File: src/rtl/dmem_arbiter.sv
// Purpose: shares one single-port data memory between the core (c_*) and host loader (h_*) ports.
// Latency: grant and memory enable in the cycle after the request edge; load data one cycle after that.
// Backpressure: a requester holds req until its gnt pulse; the losing requester stays pending, nothing is queued.
module dmem_arbiter #(
  parameter int ADDR_W    = 8,
  parameter int DATA_W    = 8,
  parameter int HOST_PRIO = 0
) (
  input  logic              clk,
  input  logic              init_n,
  // core load/store port
  input  logic              c_req,
  input  logic              c_we,
  input  logic [ADDR_W-1:0] c_addr,
  input  logic [DATA_W-1:0] c_wdata,
  output logic              c_gnt,
  output logic              c_rvalid,
  output logic [DATA_W-1:0] c_rdata,
  // host loader port
  input  logic              h_req,
  input  logic              h_we,
  input  logic [ADDR_W-1:0] h_addr,
  input  logic [DATA_W-1:0] h_wdata,
  output logic              h_gnt,
  output logic              h_rvalid,
  output logic [DATA_W-1:0] h_rdata,
  // memory side
  output logic [ADDR_W-1:0] mem_addr,
  output logic [DATA_W-1:0] mem_in,
  output logic              memory_r_en,
  output logic              memory_w_en,
  input  logic [DATA_W-1:0] mem_out
);

  typedef enum logic [1:0] {
    IDLE   = 2'd0,
    ACCESS = 2'd1,
    RDATA  = 2'd2
  } state_t;

  // One access request as presented by a requester.
  typedef struct packed {
    logic              we;
    logic [ADDR_W-1:0] addr;
    logic [DATA_W-1:0] wdata;
  } req_t;

  localparam logic OWN_CORE = 1'b0;
  localparam logic OWN_HOST = 1'b1;

  state_t state_q, state_d;
  logic   lat_we_q;
  logic   owner_q;
  logic   rr_last_q;

  req_t   c_r, h_r, win_r;
  logic   win_host;
  logic   take;
  logic   rd_done;

  assign c_r = '{we: c_we, addr: c_addr, wdata: c_wdata};
  assign h_r = '{we: h_we, addr: h_addr, wdata: h_wdata};

  // Arbitration: pick the winner and select only its fields, so the loser's inputs never reach mem_*.
  always_comb begin
    win_host = OWN_CORE;
    if (c_req && h_req) begin
      if (HOST_PRIO != 0) begin
        win_host = OWN_HOST;
      end else begin
        win_host = (rr_last_q == OWN_CORE) ? OWN_HOST : OWN_CORE;
      end
    end else if (h_req) begin
      win_host = OWN_HOST;
    end
    win_r = win_host ? h_r : c_r;
  end

  // Next-state and output decode; enables and grants depend only on state and latched owner/we.
  always_comb begin
    state_d     = state_q;
    take        = 1'b0;
    rd_done     = 1'b0;
    c_gnt       = 1'b0;
    h_gnt       = 1'b0;
    memory_w_en = 1'b0;
    memory_r_en = 1'b0;
    case (state_q)
      IDLE: begin
        if (c_req || h_req) begin
          take    = 1'b1;
          state_d = ACCESS;
        end
      end
      ACCESS: begin
        c_gnt       = (owner_q == OWN_CORE);
        h_gnt       = (owner_q == OWN_HOST);
        memory_w_en = lat_we_q;
        memory_r_en = !lat_we_q;
        state_d     = lat_we_q ? IDLE : RDATA;
      end
      RDATA: begin
        rd_done = 1'b1;
        state_d = IDLE;
      end
      default: begin
        state_d = IDLE;
      end
    endcase
  end

  // State register; reset returns to IDLE immediately, which drops every enable and grant.
  always_ff @(posedge clk or negedge init_n) begin
    if (!init_n) begin
      state_q <= IDLE;
    end else begin
      state_q <= state_d;
    end
  end

  // Latch the winning request and remember it for the next round-robin tie.
  always_ff @(posedge clk or negedge init_n) begin
    if (!init_n) begin
      lat_we_q  <= 1'b0;
      owner_q   <= OWN_CORE;
      rr_last_q <= OWN_HOST;
      mem_addr  <= '0;
      mem_in    <= '0;
    end else if (take) begin
      lat_we_q  <= win_r.we;
      owner_q   <= win_host;
      rr_last_q <= win_host;
      mem_addr  <= win_r.addr;
      mem_in    <= win_r.wdata;
    end
  end

  // Capture load data for the owner as RDATA exits; rvalid is a single-cycle pulse.
  always_ff @(posedge clk or negedge init_n) begin
    if (!init_n) begin
      c_rvalid <= 1'b0;
      h_rvalid <= 1'b0;
      c_rdata  <= '0;
      h_rdata  <= '0;
    end else begin
      c_rvalid <= rd_done && (owner_q == OWN_CORE);
      h_rvalid <= rd_done && (owner_q == OWN_HOST);
      if (rd_done && (owner_q == OWN_CORE)) begin
        c_rdata <= mem_out;
      end
      if (rd_done && (owner_q == OWN_HOST)) begin
        h_rdata <= mem_out;
      end
    end
  end

endmodule

File: config.mk
export PLATFORM = sky130hd
export DESIGN_NAME = dmem_arbiter
export DESIGN_NICKNAME = d
export VERILOG_FILES = /design/src/rtl/dmem_arbiter.sv
export SDC_FILE = /design/constraint.sdc
export NUM_CORES = 1
export LEC_CHECK = 0
export BUFFER_PORTS_ARGS = -buffer_cell sky130_fd_sc_hd__buf_2
export CORE_MARGIN = 5
export CORE_UTILIZATION = 44
export CTS_CLUSTER_DIAMETER = 100
export DETAILED_ROUTE_END_ITERATION = 10
export PLACE_DENSITY_LB_ADDON = 0.2
export SKIP_LAST_GASP = 1
export SYNTH_ARGS = -nofsm -noshare
export SYNTH_HDL_FRONTEND = slang
export SYNTH_SLANG_ARGS = --single-unit
File: constraint.sdc
create_clock -name clk -period 1.9 [get_ports clk]
set_input_delay 0.38 -clock clk [delete_from_list [all_inputs] [get_ports clk]]
set_output_delay 0.38 -clock clk [all_outputs]
set_load 0.005 [all_outputs]
Word-level counts from Yosys, hierarchy flattened
Cells that the tools add are included.

Register bits after elaboration: 39. Logic and storage cells: 34. Input port bits: 46. Output and inout bits: 38.

Multiplexer cells: 14. Bitwise logic cells: 1. Reduce and logical (&&, ||, !) cells: 6. Equal/unequal tests: 3.

Operator list (number): $mux 17 (1); $mux 1 (10); $mux 2 (2); $pmux 2 s2 (1); $logic_and 1x1->1 (3); $eq 2x1->1 const B (1); $eq 2x2->1 const B (1); $logic_not 2->1 (1); $ne 2x2->1 const B (1); $logic_not 1->1 (1); $logic_or 1x1->1 (1); $not 1->1 (1).

Depth between registers and ports, before layout
Word-level depth: 3. Mapped depth: 5. Depth with buffers taken out: 3.

Least setup slack after synthesis
Ideal clock, no wire load.

Kind: register -> register. Start: reg rr_last_q. End: reg mem_addr[2]. Cell stages (with the launch flop): 6. Arrival: 1.428 ns. Buffers on the path: 2. Path slack: 0.347 ns. Period minus slack after synthesis: 1.553 ns. Setup time: 0.125 ns. Required time: 1.775 ns. Cell sequence: dfstp_2 a21bo_1 buf_6 buf_12 mux2_4 mux2_2.

Cells in the longest elaborated chain, start to end: 3.

Ends and longest elaborated chain: from (decl) (RTL line 54) `logic rr_last_q;`; from (signal assigned) (RTL line 132) `rr_last_q <= win_host;`; $mux 1 (RTL line 71) `win_host = (rr_last_q == OWN_CORE) ? OWN_HOST : OWN_CORE;`; $mux 1 (RTL line 67) `if (c_req && h_req) begin`; $mux 17 (RTL line 76) `win_r = win_host ? h_r : c_r;`; to (signal assigned) (RTL line 133) `mem_addr <= win_r.addr;`; to (decl) (RTL line 28) `output logic [ADDR_W-1:0] mem_addr,`.

No other way between the ends. A chain may end at the register's enable or synchronous reset.

Worst setup path in the final report
Start: reg rr_last_q. End: reg mem_addr[1].

Same word-level chain as after synthesis.

==> results.json <==
{
  "ant_nets": 0,
  "worstRegToRegCells": 4,
  "cts_resized": 0,
  "coreArea_sq_um": 3720,
  "slew_violations": 0,
  "end_kind": "flop",
  "vdd.ir_drop.worst_mv": 0.823,
  "clockPowerShare_pct": 19.8,
  "ctsHtreeMaxLevel": 2,
  "area_growth_pct": 34.5,
  "dpl_cell_area_sq_um": 2180,
  "sequentialPowerShare_pct": 41.3,
  "antenna_found_initial": 0,
  "cts_tree": "done",
  "hp-class": "input port to asynchronous set/reset pin",
  "post-cts-setup-buffers": 0,
  "status": "completed",
  "max_freq_mhz": 638,
  "syn_inst": 112,
  "p_sw_share_pct": 29.5,
  "die_area_sq_um": 5230,
  "final_nets": 249,
  "critPathLaunchType": "flop",
  "layout-drive-gt1-share_pct": 71.6,
  "syn_area_per_cell_sq_um": 15.3,
  "track_usage_pct": 15.0,
  "fin_crit_sh_pct": 82.5,
  "cts-hold-fix-buffers": 0,
  "start_util_pct": 46.0,
  "power.switching_uw": 1050,
  "cts_buffers": 5,
  "worstMarginPinSlew_ns": 0.507,
  "clk_pin_slew_ns": 0.07,
  "yosys_warnings": 0,
  "vias": 1229,
  "powerDensity_nw_per_um2": 1550,
  "via_per_inst": 4.88,
  "stdcell_count": 252,
  "finalWeightedCongestion": 0.769,
  "dp_hpwl_um": 2800,
  "rsz0062_at_grt": "no",
  "max_cap_violations": 0,
  "grt_max_degree": 40,
  "synth-seq-area-share_pct": 57.1,
  "antenna_cells": 0,
  "critPathRequiredTime_ns": 2.08,
  "fin_crit_ns": 1.57,
  "path_delay_family": "multiplexers",
  "clock_path_buffers": 2,
  "p_leak_uw": 0.00119,
  "drc": 0,
  "ys_ff_latch": 39,
  "maxSlewHeadroom_pct": 66.1,
  "die_h_um": 72.3,
  "ios": 84,
  "std_cell_rows": 22,
  "crit_buf_inv": 1,
  "root_buffer": "clkbuf_8",
  "tns_ns": 0,
  "placed_cells": 244,
  "synth_cell_types": 19,
  "final_core_util_pct": 61.9,
  "die_w_um": 72.3,
  "internal_power_uw": 2500,
  "clock-sinks": 39,
  "crit_path_cell_trace": "a21bo_1 > buf_4 > mux2_4 > mux2_2",
  "synthesis.nets": 158,
  "final_area_sq_um": 2300,
  "finalHoldViolCount": 0,
  "grt_overflow": 0,
  "final-setup-viol-count": 0,
  "portBuffers": 83,
  "drt_iter0_drc": 30,
  "finClkSkew_ns": 0.00327,
  "crit_type": "flop to flop",
  "clkLatencyLatePin_ns": 0.29,
  "crit_cells": 4,
  "drt_first_pass_iters": 4,
  "crit_fanout": 10,
  "routedWlPerCell_um": 14.6,
  "netlist_area_sq_um": 1710,
  "routed_wl_um": 3680,
  "p_total_uw": 3550,
  "grt_pass1_vias": 1320,
  "critical_path.max_stage_delay_ns": 0.54,
  "grt_pass1_wl_um": 5990,
  "p_comb_share_pct": 38.9,
  "cp_slowest_cell": "dfstp_2",
  "cp.arrival_ns": 1.74
}
layout make-up:
cell class | count | area [sq um]
repair buffers | 88 | 453
flip-flops and latches | 39 | 977
well taps | 48 | 60.1
clock inverters | 2 | 35.0
clock buffers | 6 | 82.6
inverters | 4 | 15.0
multi-input cells | 65 | 677
fillers | 311 | 1420
power groups by stage:
stage | clock (uW) | combinational [uW] | sequential [uW]
after floorplan | 0 | 777 | 1500
after global placement | 0 | 1370 | 1450
after detailed placement | 0 | 1410 | 1480
after CTS | 731 | 1420 | 1480
after global routing | 763 | 1530 | 1530
final | 704 | 1380 | 1470
metal layers:
layer / part of all wire, % / global-route usage (%) / vias up
met5: 0 / 0 / -
met4: 2.1 / 7.31 / 0
met3: 10 / 6.79 / 7
met2: 51 / 25.6 / 51
met1: 36 / 15.6 / 594
li1: - / - / 577
worst reg2reg max path, stage by stage, from the launching register on:
cell and delay (ns):
dfstp_2 0.54, a21bo_1 0.13, buf_4 0.22, mux2_4 0.31, mux2_2 0.26
cell families (layout without fill, tap and decap cells):
logic type,count (synthesis),in the layout,synth area share [%]
mux,50,50,34.5
flops,39,39,57.1
simple gates,10,10,2.85
buf+inv,8,100,3.29
compound gates,5,5,2.19
synth_stat cells:
cell	number	area share [%]
a21o_1	1	0.44
a31oi_1	1	0.37
dfstp_2	1	1.5
nor3b_1	1	0.44
buf_6	1	0.66
mux2_4	8	7.0
nor3_1	1	0.29
nand3b_1	1	0.44
nand2b_1	1	0.37
buf_2	2	0.59
dfrtp_1	38	56
o21ai_2	1	0.51
inv_1	4	0.88
buf_12	1	1.2
mux2i_1	2	1.2
nor2_1	6	1.3
a21oi_1	1	0.29
a21bo_1	1	0.59
mux2_2	40	26
cell usage in the layout (no fill, tap or decap), types with 2 or more instances in the layout:
master and count:
mux2_4 8, clkbuf_8 6, nor2_1 6, dfrtp_1 38, buf_4 5, buf_2 83
inv_1 4, mux2_2 40, mux2i_1 2
through the flow:
stage	setup slack, ns	hold WS (ns)
6_report	0.332	0.130
5_1_grt	0.281	0.171
4_1_cts	0.329	0.149
3_5_place_dp	0.297	0.450
3_3_place_gp	0.321	0.444
2_1_floorplan	0.347	0.0844
state kept, by name, indices dropped and copies added (netlist names):
name / count
c_rdata: 8
c_rvalid: 1
h_rdata: 8
h_rvalid: 1
lat_we_q: 1
mem_addr: 8
mem_in: 8
owner_q: 1
rr_last_q: 1
state_q: 2
final timing paths:
path	start	to	slack (ns)
max	rr_last_q	mem_addr[1]	0.33
min	init_n	mem_addr[0]	0.13
max reg2reg	rr_last_q	mem_addr[1]	0.33
min reg2reg	lat_we_q	state_q[1]	0.46
max in group asynchronous	init_n	rr_last_q	1.41
min in group clk	c_req	rr_last_q	0.29
Power figures use the tool's default switching activity.
